==> src/rtl/mul_acc_reconstruct.sv <==
// Sequential shift-add multiply-accumulate: product = a*b + c in N RUN cycles.
// Also used to rebuild a dividend from quotient, divisor and remainder.
module mul_acc_reconstruct #(
  parameter int N = 4
) (
  input  logic           clk,
  input  logic           rst,
  input  logic           start,
  input  logic [N-1:0]   a,
  input  logic [N-1:0]   b,
  input  logic [N-1:0]   c,
  output logic [2*N-1:0] product,
  output logic           busy,
  output logic           done
);
  localparam int CW = $clog2(N) + 1;

  typedef enum logic [1:0] {IDLE, RUN, DONE} state_t;

  state_t         state_q, state_d;
  logic [2*N-1:0] acc_q, acc_d;
  logic [2*N-1:0] mcand_q, mcand_d;
  logic [N-1:0]   mplier_q, mplier_d;
  logic [CW-1:0]  count_q, count_d;
  logic [2*N-1:0] prod_q, prod_d;
  logic [2*N-1:0] step_sum;

  // Max result 2^2N - 2^N fits in 2N bits, so no carry-out is kept.
  assign step_sum = acc_q + (mplier_q[0] ? mcand_q : '0);

  always_comb begin
    state_d  = state_q;
    acc_d    = acc_q;
    mcand_d  = mcand_q;
    mplier_d = mplier_q;
    count_d  = count_q;
    prod_d   = prod_q;
    case (state_q)
      IDLE: begin
        if (start) begin
          acc_d    = {{N{1'b0}}, c};
          mcand_d  = {{N{1'b0}}, a};
          mplier_d = b;
          count_d  = '0;
          state_d  = RUN;
        end
      end
      RUN: begin
        acc_d    = step_sum;
        mcand_d  = mcand_q << 1;
        mplier_d = mplier_q >> 1;
        count_d  = count_q + 1'b1;
        if (count_q == CW'(N - 1)) begin
          prod_d  = step_sum;
          state_d = DONE;
        end
      end
      DONE:    state_d = IDLE;
      default: state_d = IDLE;
    endcase
  end

  always_ff @(posedge clk or posedge rst) begin
    if (rst) begin
      state_q  <= IDLE;
      acc_q    <= '0;
      mcand_q  <= '0;
      mplier_q <= '0;
      count_q  <= '0;
      prod_q   <= '0;
    end else begin
      state_q  <= state_d;
      acc_q    <= acc_d;
      mcand_q  <= mcand_d;
      mplier_q <= mplier_d;
      count_q  <= count_d;
      prod_q   <= prod_d;
    end
  end

  assign product = prod_q;
  assign busy    = (state_q == RUN);
  assign done    = (state_q == DONE);
endmodule
==> config.mk <==
export PLATFORM = sky130hd
export DESIGN_NAME = mul_acc_reconstruct
export DESIGN_NICKNAME = d
export VERILOG_FILES = /design/src/rtl/mul_acc_reconstruct.sv
export SDC_FILE = /design/constraint.sdc
export NUM_CORES = 1
export LEC_CHECK = 0
export BUFFER_PORTS_ARGS = -buffer_cell sky130_fd_sc_hd__buf_4
export CAP_MARGIN = 25
export CORE_ASPECT_RATIO = 0.9
export CORE_MARGIN = 5
export CORE_UTILIZATION = 51
export CTS_CLUSTER_DIAMETER = 40
export DETAILED_ROUTE_END_ITERATION = 16
export PLACE_DENSITY_LB_ADDON = 0.2
export SLEW_MARGIN = 20
export SYNTH_ARGS = -nofsm -noshare
export SYNTH_HDL_FRONTEND = slang
export SYNTH_SLANG_ARGS = --single-unit
==> constraint.sdc <==
create_clock -name clk -period 2.1 [get_ports clk]
set_clock_uncertainty 0.15 [all_clocks]
set_input_delay 0.315 -clock clk [delete_from_list [all_inputs] [get_ports clk]]
set_output_delay 0.315 -clock clk [all_outputs]
set_load 0.02 [all_outputs]
==> run summary, run 1 <==
===========================================================================================
Reported leakage power .......................................................   0.00110 µW
Clock tree sinks .............................................................           33
Final design utilization .....................................................        69.6%
Failing checks ............................................................... negative setup slack
CTS root buffer .............................................................. sky130_fd_sc_hd__clkbuf_8
GR met1 Demand/Resource ......................................................        25.2%
CP endpoint kind .............................................................         flop
Sequential cell area in the final layout .....................................      827 µm²
Largest net degree at the start of global routing ............................           34
Clock insertion delay at the later pin of the skew report ....................      0.29 ns
Switching power share of the total ...........................................        42.4%
Number of flops mapped to enable cells by yosys ..............................            0
Footprint of the multi-input gates ...........................................      997 µm²
First-pass GRT wire length ...................................................      7.10 mm
Power density over cell area .................................................  1770 nW/µm²
Most common flop cell mapped by yosys ........................................ sky130_fd_sc_hd__dfrtp_1
Number of nets still failing antenna checks after routing ....................            0
Data arrival time at the worst-slack endpoint ................................      2.19 ns
Layout Area Growth over Synthesis ............................................        32.6%
Global-route layer with the greatest usage ...................................         met2
CTS Buf Count ................................................................            5
Sequential Power Share .......................................................        28.8%
Number of design-rule violations left by the first detailed-router iteration .          120
Vias in the first global route ...............................................         1534
Worst-case headroom to the max-slew limit ....................................        68.9%
Final setup fails ............................................................            4
Grt met2 use .................................................................        31.2%
Register area share after synthesis ..........................................        46.9%
Library cell with the largest summed area after synthesis .................... sky130_fd_sc_hd__dfrtp_1
Worst-path fanout max ........................................................            8
Worst-margin pin slew ........................................................     0.466 ns
Post-DP HPWL .................................................................      2.99 mm
MaxCap Viol Count ............................................................            0
Clock tree buffer depth ......................................................            2
Top cells by instance count after synthesis .................................. 33 x sky130_fd_sc_hd__dfrtp_1, 27 x sky130_fd_sc_hd__nand2_1, 15 x sky130_fd_sc_hd__nor2_1
Number of iterations in the first detailed-routing pass ......................            4
Kind of start point of the critical path .....................................         flop
Worst hold slack after final layout ..........................................    0.0982 ns
Most frequent cell after synthesis ........................................... sky130_fd_sc_hd__dfrtp_1
Summed negative setup slack over all endpoints ...............................    -0.105 ns
Type of the worst min-delay path .............................................    in -> reg
Fin crit period ..............................................................      2.16 ns
CTS tree .....................................................................         done
Core Region ..................................................................     3350 µm²
Number of storage elements in the synthesis netlist ..........................           33
Detailed-route via count .....................................................         1546
Post-Synthesis Cells .........................................................          181
Residual overflow from global routing ........................................            0
Number of max-slew violations in the final report ............................            0
CTS clk-pin slew, worst paths ................................................      0.07 ns
Unrepaired setup endpoints after global routing ..............................         true
Num ports ....................................................................           25
Biggest area contributors in the synthesized netlist ......................... sky130_fd_sc_hd__dfrtp_1 47%, sky130_fd_sc_hd__ha_1 6.4%, sky130_fd_sc_hd__nand2_1 5.8%, sky130_fd_sc_hd__a22o_1 4.5%, sky130_fd_sc_hd__a31oi_1 3.2%
Gate power share .............................................................        60.0%
Result of the run ............................................................ finished, violations left
Count of port buffers added during placement .................................           24
GP Congestion ................................................................        0.854
Antenna violations before repair .............................................            0
CTS H-tree lvls ..............................................................            2
# fillers ....................................................................          254
Initial standard-cell utilization of the core ................................        52.5%
Proportion of layout cells with a drive suffix above 1 .......................        35.0%
Part of the cycle the worst path needs .......................................         103%
Synth async-reset ratio ......................................................         100%
Total nets after synthesis ...................................................          206
Detailed-route wire length per cell ..........................................      16.6 µm
Maximum VDD drop .............................................................     0.842 mV
Post-Synthesis Cell Area .....................................................     1760 µm²
Internal power component .....................................................      2370 µW
Mean area per synthesized cell ...............................................     9.73 µm²
Max Fclk .....................................................................    0.463 GHz
Number of rows created at floorplan ..........................................           20
Worst Slack Setup Final ......................................................   -0.0603 ns
Width of the chip ............................................................      71.9 µm
Routed Wire Length ...........................................................      4.47 mm
Distinct cell type count after synthesis .....................................           37
NumNets Final ................................................................          250
Drt drc ......................................................................            0
Total inserted antenna cells .................................................            0
Switch Pwr ...................................................................      1750 µW
Hold Vio Cnt, Final ..........................................................            0
M3 GR Usage ..................................................................        6.27%
Worst setup path category ....................................................   reg -> reg
Clk network pwr share ........................................................        11.3%
Vias per cell ................................................................         5.73
Fraction of synthesized cell area taken by the top area cell type ............        46.9%
Floorplan die height .........................................................      65.7 µm
Global Route Usage Sum .......................................................        20.0%
Req. time, crit path .........................................................      2.13 ns
Die Footprint ................................................................     4730 µm²
Total number of yosys warnings ...............................................            0
===========================================================================================
[power by group through the flow]
stage	Sequential (µW)	Combinational [µW]	Clock, µW
after floorplan	1200	1380	0
after global placement	1150	2010	0
after detailed placement	1170	2100	0
after CTS	1160	2160	479
after global routing	1220	2720	511
final	1190	2470	464
[critical path: stages, from the launching register on]
cell                      delay [ns]
sky130_fd_sc_hd__dfrtp_2        0.45
sky130_fd_sc_hd__and2_4         0.16
sky130_fd_sc_hd__ha_4           0.17
sky130_fd_sc_hd__inv_2          0.06
sky130_fd_sc_hd__fa_2           0.20
sky130_fd_sc_hd__nor2b_2        0.05
sky130_fd_sc_hd__o21ai_2        0.19
sky130_fd_sc_hd__buf_4          0.16
sky130_fd_sc_hd__nand3_2        0.08
sky130_fd_sc_hd__nor2b_4        0.14
sky130_fd_sc_hd__mux2_4         0.25
[kinds of logic (layout without fill, tap and decap cells)]
family | count (synthesis) | after routing | synth area share [%]
flops | 33 | 33 | 46.9
buf+inv | 18 | 63 | 4.19
mux | 6 | 6 | 3.77
xor+xnor | 4 | 4 | 2.77
simple gates | 67 | 67 | 17.8
fa+ha+maj | 10 | 10 | 7.53
compound gates | 43 | 43 | 17.1
[registers in the layout (all words and copies together) (netlist names)]
name	flops
count_q	3
mplier_q	4
product	8
state_q	2
acc_q	8
mcand_q	8
[routing by layer]
metal / up-vias / wire (µm) / share of wire [%]
met5: - / 0 / 0
met1: 753 / 1900 / 42
met3: 12 / 252 / 5.6
met2: 62 / 2220 / 50
met4: 0 / 93 / 2.1
li1: 719 / - / -
[cell type report]
type | instances | area share [%]
sequential | 33 | 35.4
inverter | 11 | 1.77
multi-input combinational | 130 | 42.7
clock buffer | 8 | 3.43
tap | 44 | 2.36
timing repair buffer | 44 | 14.3
[final timing paths]
kind	startpoint	to	slack, ns	depth (start not counted)
worst max-delay path	mplier_q[0]$_DFFE_PP0P_	product[4]$_DFFE_PP0P_	-0.06	10
worst min-delay path	a[0]	mcand_q[0]$_DFFE_PP0P_	0.1	2
worst max register to register	mplier_q[0]$_DFFE_PP0P_	product[4]$_DFFE_PP0P_	-0.06	10
worst min register to register	state_q[1]$_DFFE_PP0P_	state_q[0]$_DFFE_PP0P_	0.33	1
max in group asynchronous	rst	mplier_q[0]$_DFFE_PP0P_	0.96	4
min in group asynchronous	rst	acc_q[7]$_DFFE_PP0P_	0.51	4
[per-stage QoR]
stage / std cells / power [µW] / setup WS (ns) / instance area (µm²)
global placement: 258 / 3160 / -0.0532 / 2090
global route: 270 / 4460 / -0.121 / 2330
detailed placement: 258 / 3260 / -0.151 / 2090
CTS: 270 / 3800 / -0.0488 / 2220
floorplan: 181 / 2570 / -0.00673 / 1770
finish: 270 / 4120 / -0.0603 / 2330
[layout by cell type, fill, tap and decap left out, types with 2 or more instances in the layout]
cell type,count
sky130_fd_sc_hd__a22o_1,9
sky130_fd_sc_hd__nand3_2,2
sky130_fd_sc_hd__or4_1,2
sky130_fd_sc_hd__nor2b_1,2
sky130_fd_sc_hd__o21ai_2,3
sky130_fd_sc_hd__dfrtp_1,32
sky130_fd_sc_hd__a21oi_1,5
sky130_fd_sc_hd__mux2_2,2
sky130_fd_sc_hd__clkbuf_8,5
sky130_fd_sc_hd__ha_4,5
sky130_fd_sc_hd__clkbuf_1,3
sky130_fd_sc_hd__mux2_1,2
sky130_fd_sc_hd__nand2b_1,2
sky130_fd_sc_hd__inv_1,6
sky130_fd_sc_hd__inv_2,5
sky130_fd_sc_hd__a31oi_1,9
sky130_fd_sc_hd__nand2_1,26
sky130_fd_sc_hd__o21ai_1,5
sky130_fd_sc_hd__nand3_1,3
sky130_fd_sc_hd__xnor2_1,2
sky130_fd_sc_hd__ha_1,4
sky130_fd_sc_hd__a211oi_1,2
sky130_fd_sc_hd__and2_1,7
sky130_fd_sc_hd__a21o_1,2
sky130_fd_sc_hd__buf_4,43
sky130_fd_sc_hd__nor2_1,14
[timing repair]
item | in CTS | in global routing
hold endpoints to repair | 33 | 0
cloned | 0 | 0
hold buffers | 1 | 0
setup buffers | 3 | 0
pin swaps | 8 | 15
resized for setup | 4 | 22
endpoints found under the setup margin | 7 | 7
No activity file was read; power rests on OpenSTA's default activity.
==> inputs of run 2 (changes only) <==
- ABC_AREA: default -> 1
==> run 2 against run 1 <==
  * The run now ends clean
  * Setup slack improved by 0.25 ns
  * Synthesized area increased by 2.2%
  * Sequential share of layout area rose by 2.8 points
  * Total power fell by 12%
  * Sequential power is 7% lower
  * Critical path depth did not move
  * Cell count is 9.6% higher
  * Register-to-register slack gained 0.25 ns
  * Critical path type unchanged
  * Critical endpoint is now product[7]$_DFFE_PP0P_
  * Largest power group unchanged
==> run summary, run 2 <==
===========================================================================================
Footprint of the multi-input gates ...........................................      793 µm²   was 997 µm²
Routed Wire Length ...........................................................      3.72 mm   was 4.47 mm
Detail Route met3 WL .........................................................       221 µm   was 252 µm
Number of iterations in the first detailed-routing pass ......................            5   was 4
Vias in the first global route ...............................................         1407   was 1534
Clock tree sinks .............................................................           33   unchanged
Critical path destination .................................................... product[7]$_DFFE_PP0P_   was product[4]$_DFFE_PP0P_
Synth async-reset ratio ......................................................         100%   unchanged
Switching power share of the total ...........................................        41.8%   was 42.4%
Initial standard-cell utilization of the core ................................        53.3%   was 52.5%
Reg-to-reg slack, setup ......................................................      0.19 ns   was -0.06 ns
Final design utilization .....................................................        64.0%   was 69.6%
Number of design-rule violations left by the first detailed-router iteration .          104   was 120
Switch Pwr ...................................................................      1520 µW   was 1750 µW
Global Route Usage Sum .......................................................        18.1%   was 20.0%
Part of the cycle the worst path needs .......................................        91.0%   was 103%
Detailed-route via count .....................................................         1450   was 1546
Drt drc ......................................................................            0   unchanged
NumNets Final ................................................................          276   was 250
Max Fclk .....................................................................    0.523 GHz   was 0.463 GHz
Count of port buffers added during placement .................................           24   unchanged
Fin crit period ..............................................................      1.91 ns   was 2.16 ns
Post-Synthesis Cells .........................................................          222   was 181
Num ports ....................................................................           25   unchanged
Worst slack at placement .....................................................    0.0822 ns   was -0.151 ns
Internal power component .....................................................      2120 µW   was 2370 µW
GP Congestion ................................................................        0.819   was 0.854
Most frequent cells in the layout ............................................ 59 x sky130_fd_sc_hd__nand2_1, 33 x sky130_fd_sc_hd__inv_1, 32 x sky130_fd_sc_hd__dfrtp_1   was 43 x sky130_fd_sc_hd__buf_4, 32 x sky130_fd_sc_hd__dfrtp_1, 26 x sky130_fd_sc_hd__nand2_1
Worst-case headroom to the max-slew limit ....................................        69.3%   was 68.9%
Most common flop cell mapped by yosys ........................................ sky130_fd_sc_hd__dfrtp_1   unchanged
Kind of start point of the critical path .....................................         flop   unchanged
Cell depth of the worst hold path ............................................            3   was 2
Reported leakage power .......................................................   0.00117 µW   was 0.00110 µW
Worst-margin pin slew ........................................................     0.460 ns   was 0.466 ns
Width of the chip ............................................................      72.6 µm   was 71.9 µm
Data arrival time at the worst-slack endpoint ................................      1.94 ns   was 2.19 ns
CP endpoint kind .............................................................         flop   unchanged
First-pass GRT wire length ...................................................      6.63 mm   was 7.10 mm
Layout Area Growth over Synthesis ............................................        20.1%   was 32.6%
Floorplan die height .........................................................      66.3 µm   was 65.7 µm
Sequential Power Share .......................................................        30.5%   was 28.8%
Library cell with the largest summed area after synthesis .................... sky130_fd_sc_hd__dfrtp_1   unchanged
Die Footprint ................................................................     4820 µm²   was 4730 µm²
Detailed-route wire length per cell ..........................................      12.6 µm   was 16.6 µm
Worst Slack Setup Final ......................................................     0.190 ns   was -0.0603 ns
Fraction of synthesized cell area taken by the top area cell type ............        45.9%   was 46.9%
Sequential cell area in the final layout .....................................      827 µm²   unchanged
Result of the run ............................................................ complete, no violations   was finished, violations left
Unrepaired setup endpoints after global routing ..............................        false   was true
Number of storage elements in the synthesis netlist ..........................           33   unchanged
Most frequent standard cell in the layout excluding fill and tap cells ....... sky130_fd_sc_hd__nand2_1   was sky130_fd_sc_hd__buf_4
Residual overflow from global routing ........................................            0   unchanged
Antenna violations before repair .............................................            0   unchanged
CTS Buf Count ................................................................            5   unchanged
MaxCap Viol Count ............................................................            0   unchanged
CTS clk-pin slew, worst paths ................................................      0.07 ns   about the same
Number of rows created at floorplan ..........................................           20   unchanged
Power density over cell area .................................................  1680 nW/µm²   was 1770 nW/µm²
Mean area per synthesized cell ...............................................     8.10 µm²   was 9.73 µm²
Worst-path fanout max ........................................................            5   was 8
Terminus of the critical flop-to-flop path ................................... product[7]$_DFFE_PP0P_   was product[4]$_DFFE_PP0P_
Clock insertion delay at the later pin of the skew report ....................      0.29 ns   about the same
Type of the worst min-delay path .............................................    in -> reg   unchanged
Req. time, crit path .........................................................      2.13 ns   about the same
Largest net degree at the start of global routing ............................           34   unchanged
Number of flops mapped to enable cells by yosys ..............................            0   unchanged
Biggest area contributors in the synthesized netlist ......................... sky130_fd_sc_hd__dfrtp_1 46%, sky130_fd_sc_hd__nand2_1 12%, sky130_fd_sc_hd__inv_1 6.9%, sky130_fd_sc_hd__ha_1 6.3%, sky130_fd_sc_hd__nand3_1 4.7%   was sky130_fd_sc_hd__dfrtp_1 47%, sky130_fd_sc_hd__ha_1 6.4%, sky130_fd_sc_hd__nand2_1 5.8%, sky130_fd_sc_hd__a22o_1 4.5%, sky130_fd_sc_hd__a31oi_1 3.2%
Final setup fails ............................................................            0   was 4
# fillers ....................................................................          311   was 254
Summed negative setup slack over all endpoints ...............................         0 ns   was -0.105 ns
Number of nets still failing antenna checks after routing ....................            0   unchanged
DP Cell Count ................................................................          286   was 258
Wire length on met2 ..........................................................      1.64 mm   was 2.22 mm
Gate power share .............................................................        50.1%   was 60.0%
Post-DP HPWL .................................................................      2.72 mm   was 2.99 mm
Worst reg2reg startpoint ..................................................... mplier_q[0]$_DFFE_PP0P_   unchanged
Number of max-slew violations in the final report ............................            0   unchanged
Clk network pwr share ........................................................        19.4%   was 11.3%
Highest metal layer with signal wires ........................................         met4   unchanged
Layout Cells excl Fill .......................................................          296   was 270
CTS H-tree lvls ..............................................................            2   unchanged
Total inserted antenna cells .................................................            0   unchanged
Maximum VDD drop .............................................................     0.754 mV   was 0.842 mV
Most frequent cell after synthesis ........................................... sky130_fd_sc_hd__nand2_1   was sky130_fd_sc_hd__dfrtp_1
Register area share after synthesis ..........................................        45.9%   was 46.9%
Launch point of the critical path ............................................ mplier_q[0]$_DFFE_PP0P_   unchanged
Post-Synthesis Cell Area .....................................................     1800 µm²   was 1760 µm²
Core Region ..................................................................     3380 µm²   was 3350 µm²
Total number of yosys warnings ...............................................            0   unchanged
Total nets after synthesis ...................................................          247   was 206
CTS root buffer .............................................................. sky130_fd_sc_hd__clkbuf_8   unchanged
Worst setup path category ....................................................   reg -> reg   unchanged
Depth of the worst register-to-register path .................................           10   unchanged
CTS tree .....................................................................         done   unchanged
Top cells by instance count after synthesis .................................. 59 x sky130_fd_sc_hd__nand2_1, 33 x sky130_fd_sc_hd__dfrtp_1, 33 x sky130_fd_sc_hd__inv_1, 17 x sky130_fd_sc_hd__nand3_1, 15 x sky130_fd_sc_hd__o21ai_0   was 33 x sky130_fd_sc_hd__dfrtp_1, 27 x sky130_fd_sc_hd__nand2_1, 15 x sky130_fd_sc_hd__nor2_1
Proportion of layout cells with a drive suffix above 1 .......................        18.3%   was 35.0%
Distinct cell type count after synthesis .....................................           23   was 37
Clock tree buffer depth ......................................................            2   unchanged
M1 wire length ...............................................................      1.77 mm   was 1.90 mm
Vias per cell ................................................................         4.90   was 5.73
Hold Vio Cnt, Final ..........................................................            0   unchanged
===========================================================================================
run 2: logic make-up after synthesis:
logic type / share of synthesized area (%)
compound gates: 12.4
xor+xnor: 0.974
fa+ha+maj: 7.37
buf+inv: 10.4
flops: 45.9
simple gates: 22.9
run 2: worst max-delay path: stages (launching register included):
cell and delay, ns:
sky130_fd_sc_hd__dfrtp_2 0.43, sky130_fd_sc_hd__buf_4 0.16, sky130_fd_sc_hd__nand2_1 0.07, sky130_fd_sc_hd__inv_1 0.04
sky130_fd_sc_hd__ha_1 0.34, sky130_fd_sc_hd__nand2_1 0.12, sky130_fd_sc_hd__inv_1 0.04, sky130_fd_sc_hd__a21oi_1 0.17
sky130_fd_sc_hd__nand3_1 0.12, sky130_fd_sc_hd__nand3_1 0.12, sky130_fd_sc_hd__nand2_1 0.05
run 2: final cells by class:
class                      count  area share [%]
clock buffer                   5            3.18
clock inverter                 3            3.01
inverter                      35            6.08
multi-input combinational    147            36.7
sequential                    33            38.3
tap                           44            2.55
timing repair buffer          29            10.2
run 2: stage by stage:
stage / hold slack, ns / total power [µW] / cell area [µm²]
after CTS: 0.112 / 3630 / 2140
after floorplan: 0.294 / 2490 / 1800
after global placement: 0.280 / 2860 / 2000
after global routing: 0.114 / 4000 / 2160
after detailed placement: 0.285 / 2910 / 2000
final: 0.116 / 3640 / 2160
run 2: power by group through the flow:
stage,Sequential (µW),Clock (µW),Combinational [µW]
finish,1110,704,1820
global route,1150,755,2100
CTS,1120,718,1790
detailed placement,1130,0,1780
global placement,1120,0,1740
floorplan,1160,0,1330
run 2: worst min-delay path by stage:
stage	end	from	slack, ns
final	mcand_q[2]$_DFFE_PP0P_	a[2]	0.12
after CTS	mcand_q[2]$_DFFE_PP0P_	a[2]	0.11
after floorplan	acc_q[0]$_DFFE_PP0P_	rst	0.29
after global placement	acc_q[0]$_DFFE_PP0P_	rst	0.28
after detailed placement	product[1]$_DFFE_PP0P_	rst	0.29
after global routing	mcand_q[2]$_DFFE_PP0P_	a[2]	0.11
run 2: routing by layer:
metal / vias up / global-route usage [%]
li1: 767 / -
met4: 0 / 8.29
met2: 30 / 27.3
met1: 646 / 24.6
met5: - / 0
met3: 7 / 4.26
run 2: repair_timing:
action | 4_1_cts | 5_1_grt
hold buffers | 1 | 0
resized for setup | 0 | 2
endpoints found under the setup margin | 0 | 5
hold endpoints to repair | 33 | 0
setup buffers | 0 | 1
